==> src/rtl/mem_arbiter.sv <==
// mem_arbiter: two-requester arbiter in front of a single-port synchronous RAM.
// Each access runs IDLE -> ACCESS -> RESP. Requester B (program loader) wins
// ties by default. Define MEM_ARBITER_ROUND_ROBIN_EN to give ties to the
// requester that was not granted last.
module mem_arbiter #(
  parameter int WIDTH         = 8,
  parameter int ADDRESS_WIDTH = 4
) (
  input  logic                     clk,
  input  logic                     rst,
  input  logic                     a_req,
  input  logic                     a_we,
  input  logic [ADDRESS_WIDTH-1:0] a_addr,
  input  logic [WIDTH-1:0]         a_wdata,
  output logic                     a_ack,
  output logic [WIDTH-1:0]         a_rdata,
  input  logic                     b_req,
  input  logic                     b_we,
  input  logic [ADDRESS_WIDTH-1:0] b_addr,
  input  logic [WIDTH-1:0]         b_wdata,
  output logic                     b_ack,
  output logic [WIDTH-1:0]         b_rdata,
  output logic [ADDRESS_WIDTH-1:0] ram_addr,
  output logic                     ram_we,
  output logic [WIDTH-1:0]         ram_wdata,
  input  logic [WIDTH-1:0]         ram_rdata,
  output logic                     owner
);

  typedef enum logic [1:0] {
    IDLE   = 2'd0,
    ACCESS = 2'd1,
    RESP   = 2'd2
  } state_t;

  state_t                     state, state_next;
  logic [ADDRESS_WIDTH-1:0]   lat_addr;
  logic [WIDTH-1:0]           lat_wdata;
  logic                       lat_we;
  logic                       lat_b;      // 1 = current transaction belongs to B
  logic                       prio_b;
  logic                       grant_b;
  logic                       any_req;

  // Tie-break selection: B always, or whoever was not granted last.
`ifdef MEM_ARBITER_ROUND_ROBIN_EN
  assign prio_b = ~owner;
`else
  assign prio_b = 1'b1;
`endif

  assign any_req = a_req | b_req;
  assign grant_b = b_req & (~a_req | prio_b);

  // Next-state decode and RAM/handshake outputs.
  always_comb begin
    // NOTE: every signal gets a default first so no path can infer a latch.
    state_next = state;
    ram_addr   = '0;
    ram_wdata  = '0;
    ram_we     = 1'b0;
    a_ack      = 1'b0;
    b_ack      = 1'b0;
    unique case (state)
      IDLE: begin
        if (any_req) state_next = ACCESS;
      end
      ACCESS: begin
        ram_addr   = lat_addr;
        ram_wdata  = lat_wdata;
        ram_we     = lat_we;
        state_next = RESP;
      end
      RESP: begin
        ram_addr   = lat_addr;
        ram_wdata  = lat_wdata;
        a_ack      = ~lat_b;
        b_ack      = lat_b;
        state_next = IDLE;
      end
      default: state_next = IDLE;
    endcase
  end

  // State register, winner latch, owner and registered read data.
  always_ff @(posedge clk) begin
    // NOTE: all state here is updated with non-blocking assignments so every
    // register samples pre-edge values, independent of statement order.
    if (rst) begin
      // NOTE: reset is synchronous; only control and data registers exist
      // here, the RAM itself lives outside and is never cleared by reset.
      state     <= IDLE;
      lat_addr  <= '0;
      lat_wdata <= '0;
      lat_we    <= 1'b0;
      lat_b     <= 1'b0;
      owner     <= 1'b0;
      a_rdata   <= '0;
      b_rdata   <= '0;
    end else begin
      state <= state_next;
      if (state == IDLE && any_req) begin
        lat_b     <= grant_b;
        owner     <= grant_b;
        lat_addr  <= grant_b ? b_addr  : a_addr;
        lat_wdata <= grant_b ? b_wdata : a_wdata;
        lat_we    <= grant_b ? b_we    : a_we;
      end
      // RAM read data is valid during RESP; capture it as RESP ends.
      if (state == RESP && !lat_we) begin
        if (lat_b) b_rdata <= ram_rdata;
        else       a_rdata <= ram_rdata;
      end
    end
  end

endmodule

==> config.mk <==
export PLATFORM = sky130hd
export DESIGN_NAME = mem_arbiter
export DESIGN_NICKNAME = d
export VERILOG_FILES = /design/src/rtl/mem_arbiter.sv
export SDC_FILE = /design/constraint.sdc
export NUM_CORES = 1
export LEC_CHECK = 0
export CAP_MARGIN = 25
export CORE_ASPECT_RATIO = 0.9
export CORE_MARGIN = 8
export CORE_UTILIZATION = 30
export DETAILED_ROUTE_END_ITERATION = 16
export GPL_TIMING_DRIVEN = 0
export PLACE_DENSITY = 0.6
export SYNTH_ARGS = -nofsm -noshare
export SYNTH_HDL_FRONTEND = slang
export SYNTH_SLANG_ARGS = --single-unit
==> constraint.sdc <==
create_clock -name clk -period 2.4 [get_ports clk]
set_clock_uncertainty 0.1 [all_clocks]
set_input_delay 0.48 -clock clk [delete_from_list [all_inputs] [get_ports clk]]
set_output_delay 0.48 -clock clk [all_outputs]
set_load 0.02 [all_outputs]
# After elaboration in Yosys (flattened, before gate mapping)
# Index checks and enable logic that the tools add are counted.
[word_totals]
elab_cells = 29
output_inout_bits = 32
in_bits = 38
reg_bits = 32
[op_classes]
n_bitwise = 2
mux = 10
eq_ne = 3
n_reduce_logical = 7
[op_table]
columns = ["cell", "n"]
rows = [
  ["8-bit 2-to-1 mux", 2],
  ["4-bit 2-to-1 mux", 2],
  ["1-bit 2-to-1 mux", 4],
  ["2-bit case mux with 2 select lines", 1],
  ["2-bit AND reduction", 2],
  ["2-bit by 1-bit equality test with 1-bit output, second input constant", 1],
  ["2-bit equality test, second input constant", 1],
  ["1-bit logical AND", 2],
  ["2-bit logical NOT", 1],
  ["2-bit 2-to-1 mux", 1],
  ["2-bit inequality test, second input constant", 1],
  ["2-bit OR reduction", 1],
  ["1-bit logical NOT", 1],
  ["1-bit inverter", 1],
  ["1-bit OR", 1],
]

# Logic depth before layout (Yosys ltp)
# Gate-level depths: netlist (run 1).
[logic_depth]
word_depth = 3
ltp_mapped = 7
mapped_depth_nobuf = 5

# Worst setup path after synthesis (run 1)
# OpenSTA, ideal clock, no wires.
[synth_timing]
path_kind = "reg-to-output"
start = "register state[0]"
end = "output ram_addr[0]"
t_required_ps = 1820
n_path_buf = 1
slack_ps = 656
arrival_time_ps = 1164
stages_incl_launch_ff = 5
path_cell_list = "dfxtp_1 inv_1 ha_1 clkbuf_1 and2_1"
[synth_via]
elab_chain_cells = 3
word_cells_on_any_way = 4
cone_classes = "eq/ne (2); mux (1); reduce/logical (1)"
[synth_lines]
columns = ["element", "line_no", "rtl"]
rows = [
  ["start: declaration", "36", "state_t state, state_next;"],
  ["start signal: assignment", "101", "state <= state_next;"],
  ["2-bit equality test / 2-bit by 1-bit equality test with 1-bit output (equally long branches)", "64", "unique case (state)"],
  ["2-bit OR reduction (no source line) (*)", "-", ""],
  ["4-bit 2-to-1 mux (*)", "64", ""],
  ["end: declaration", "23", "output logic [ADDRESS_WIDTH-1:0] ram_addr,"],
]
# Mark *: on every way between the ends. The rest lies on a longest branch, timed or not.

# Worst setup path after layout (run 1)
[layout_timing]
start = "register state[1]"
end = "output ram_wdata[3]"
[layout_via]
elab_chain_cells = 3
word_cells_on_any_way = 4
cone_classes = "eq/ne (2); mux (1); reduce/logical (1)"
[layout_lines]
columns = ["element", "line_no", "rtl"]
rows = [
  ["2-bit equality test / 2-bit by 1-bit equality test with 1-bit output (equally long branches)", "64", ""],
  ["2-bit OR reduction (no source line) (*)", "-", ""],
  ["8-bit 2-to-1 mux (*)", "64", ""],
  ["end: declaration", "25", "output logic [WIDTH-1:0] ram_wdata,"],
]
# Marked as above.

==> results of run 1 <==
[sequential cells by signal (all words and copies together), names as in the netlist]
register,cells
b_rdata,8
lat_wdata,8
lat_b,1
a_rdata,8
lat_we,1
lat_addr,4
state,2
[power by group through the flow]
stage / combinational [mW] / sequential (mW) / clock, mW
floorplan: 0.233 / 0.622 / 0
global placement: 0.417 / 0.616 / 0
detailed placement: 0.418 / 0.617 / 0
CTS: 0.405 / 0.605 / 0.437
global route: 0.440 / 0.611 / 0.468
finish: 0.398 / 0.605 / 0.423
[layer usage]
metal  vias up  wire length [um]  global-route usage
li1        707                 -                   -
met1       596              1880               0.140
met2        21              2090               0.188
met3         4               176              0.0369
met4         0                57              0.0535
met5         -                 0                   0
[synth_stat cells]
| cell type | number | area share |
|---|---|---|
| nand2_1 | 33 | 0.082 |
| dfxtp_1 | 32 | 0.42 |
| a21oi_1 | 16 | 0.053 |
| nor2_1 | 16 | 0.040 |
| mux2i_1 | 15 | 0.099 |
| and2_1 | 14 | 0.058 |
| a211oi_2 | 13 | 0.11 |
| ha_1 | 5 | 0.041 |
| buf_6 | 4 | 0.030 |
| clkbuf_1 | 4 | 0.0099 |
| inv_1 | 2 | 0.0049 |
| a22oi_1 | 1 | 0.0049 |
| and3b_1 | 1 | 0.0058 |
| buf_1 | 1 | 0.0025 |
| buf_2 | 1 | 0.0033 |
| buf_4 | 1 | 0.0049 |
| nand3b_1 | 1 | 0.0049 |
| nor2b_1 | 1 | 0.0041 |
| nor3b_1 | 1 | 0.0049 |
| nor3b_2 | 1 | 0.0082 |
| o21a_1 | 1 | 0.0049 |
| or3b_1 | 1 | 0.0058 |
[how the worst min path moves through the flow]
stage / to / slack [ns] / depth (start not counted)
finish: a_rdata[2] / 0.36 / 2
global route: a_rdata[1] / 0.37 / 2
CTS: b_rdata[0] / 0.36 / 2
detailed placement: b_rdata[0] / 0.35 / 2
global placement: b_rdata[1] / 0.34 / 2
floorplan: state[1] / 0.39 / 2
[logic make-up after synthesis]
kind of cell,share of synthesized area
AOI/OAI and AO/OA,0.170
adders and majority gates,0.0412
buffers and inverters,0.0552
DFF,0.422
muxes,0.0989
and+or+nand+nor,0.213
[worst max-delay path: cells and delay by family (launching register included)]
family                   cells  cell delay [ns]
AND/OR/NAND/NOR              1             0.13
adder cells (fa/ha/maj)      1             0.32
flip-flops                   1             0.35
buffers and inverters        3             0.62
[cells in the final DEF (no fill, tap or decap), types with 6 or more instances in the layout]
cell type and n:
and2_1 14, dfxtp_1 31, clkbuf_8 6, a21oi_1 16
clkdlybuf4s50_1 55, a211oi_2 13, nor2_1 16, mux2i_1 15
nand2_1 33
[cell type report]
| cell class | instances | share of cell area |
|---|---|---|
| buffer | 11 | 0.0341 |
| clock buffer | 8 | 0.0383 |
| inverter | 2 | 0.00319 |
| multi-input combinational | 120 | 0.338 |
| sequential | 32 | 0.273 |
| tap | 65 | 0.0346 |
| timing repair buffer | 68 | 0.279 |
[stage by stage]
step | setup TNS, ns | power (mW) | hold WS [ns] | instances | util
floorplan | 0 | 0.855 | 0.390 | 165 | -
detailed placement | -1.13 | 1.03 | 0.349 | 298 | 0.469
global route | 0 | 1.52 | 0.373 | 306 | 0.483
global placement | -1.15 | 1.03 | 0.344 | 298 | 0.469
CTS | 0 | 1.45 | 0.358 | 306 | 0.485
finish | 0 | 1.43 | 0.355 | 306 | 0.483
[repair_timing]
action | 4_1_cts | 5_1_grt
buffers inserted | 0 | 0
setup endpoints to repair | 12 | 12
hold buffers | 0 | 0
gates resized for setup | 16 | 16
==> out/qor.csv, run 1 <==
metric;value;unit
drc violations;0;
Crit Path Class;reg -> out;
core area;4860;um2
CTS Root Cell;clkbuf_8;
CP required;1.82;ns
cells after synthesis;165;
CP max stage cell;dfxtp_1;
worst reg2reg setup slack;0.75;ns
H-tree depth;2;
Setup crit end;ram_wdata[3];
Avg Inst Size Synth;9.20;um2
TritonRoute pass-1 iters;4;
Max Clk Rate;437;MHz
Via Count;1328;
sequential share of the synthesized area;0.422;
Total Wirelength;4.20;mm
Tot GR Track Use;0.118;
Storage cell area;642;um2
Hold Startpoint;a_rdata[2];
Cell Area, Placed;2280;um2
CTS buffer count;5;
Final Cell Area;2350;um2
CP Cell Sequence;inv_1, ha_1, clkbuf_4, and2_1, clkdlybuf4s15_1;
crit start category;flop;
Syn Nets;208;
layout cells sized above 1;0.137;
Final ANT Viol Nets;0;
Placement Setup Slack;-0.129;ns
Yosys Warn Count;0;
Boundary Pins;70;
Worst Max-Slew Pin Slew;0.737;ns
vias in the first global route;1384;
Final setup violation count;0;
Max Cap Viol;0;
Psw;0.417;mW
CP Capture Type;output port;
Synth Register Bits;32;
max incr delay on CP;0.35;ns
CTS Sinks;32;
ANT cells;0;
area of the multi-input gates;793;um2
Max clock buf depth;2;
Layout fillers;496;
total congestion overflow;0;
Avg WL per Cell;13.7;um
die area;7590;um2
RSZ-0062 raised after global routing;no;
Reg2Reg Depth;6;
Hold/Removal Path Class;reg -> reg;
Int Pwr;1.01;mW
clock power share;0.296;
CTS tree;built;
Die Span X;91.0;um
crit path time final;2.29;ns
Reg clk slew, reported paths;0.07;ns
first-pass GRT wire length;7.14;mm
chip height;83.5;um
Mapped Area;1520;um2
CP startpoint;state[1];
Worst Path Max Fanout;10;
Synth cell types;22;
Max IR drop VDD;218;uV
Rows;24;
sw frac;0.293;
Final WS setup;0.111;ns
Reg2Reg Capture Point;a_rdata[5];
Logic pwr share;0.279;
Tcrit/Tclk final;0.954;
final hold violation count;0;
antenna violations before repair;0;
PwrDens;607;nW/um2
reg2reg start;state[0];
Starting Density;0.312;
Buffers on Ports;68;
Iter 0 DRT Violations;54;
crit path DAT;1.71;ns
Skew-Pair Late Insertion Delay;0.28;ns
Vias/cell;4.34;
area grow syn2layout;54.8;%
largest net degree at the start of global routing;11;
Slew HR;0.509;
post-DP HPWL;3.37;mm
status;completed;
Seq pwr share;0.424;
Nets;283;
Slew Limit Fails;0;
GP Congestion;0.730;
Leakage;0.922;nW
No activity file was read; power rests on OpenSTA's default activity.
==> inputs of run 2 (changes only) <==
CAP_MARGIN = 5   (was 25)
==> results of run 2 <==
No change in the layout: final DEF, timing and power equal those of run 1.
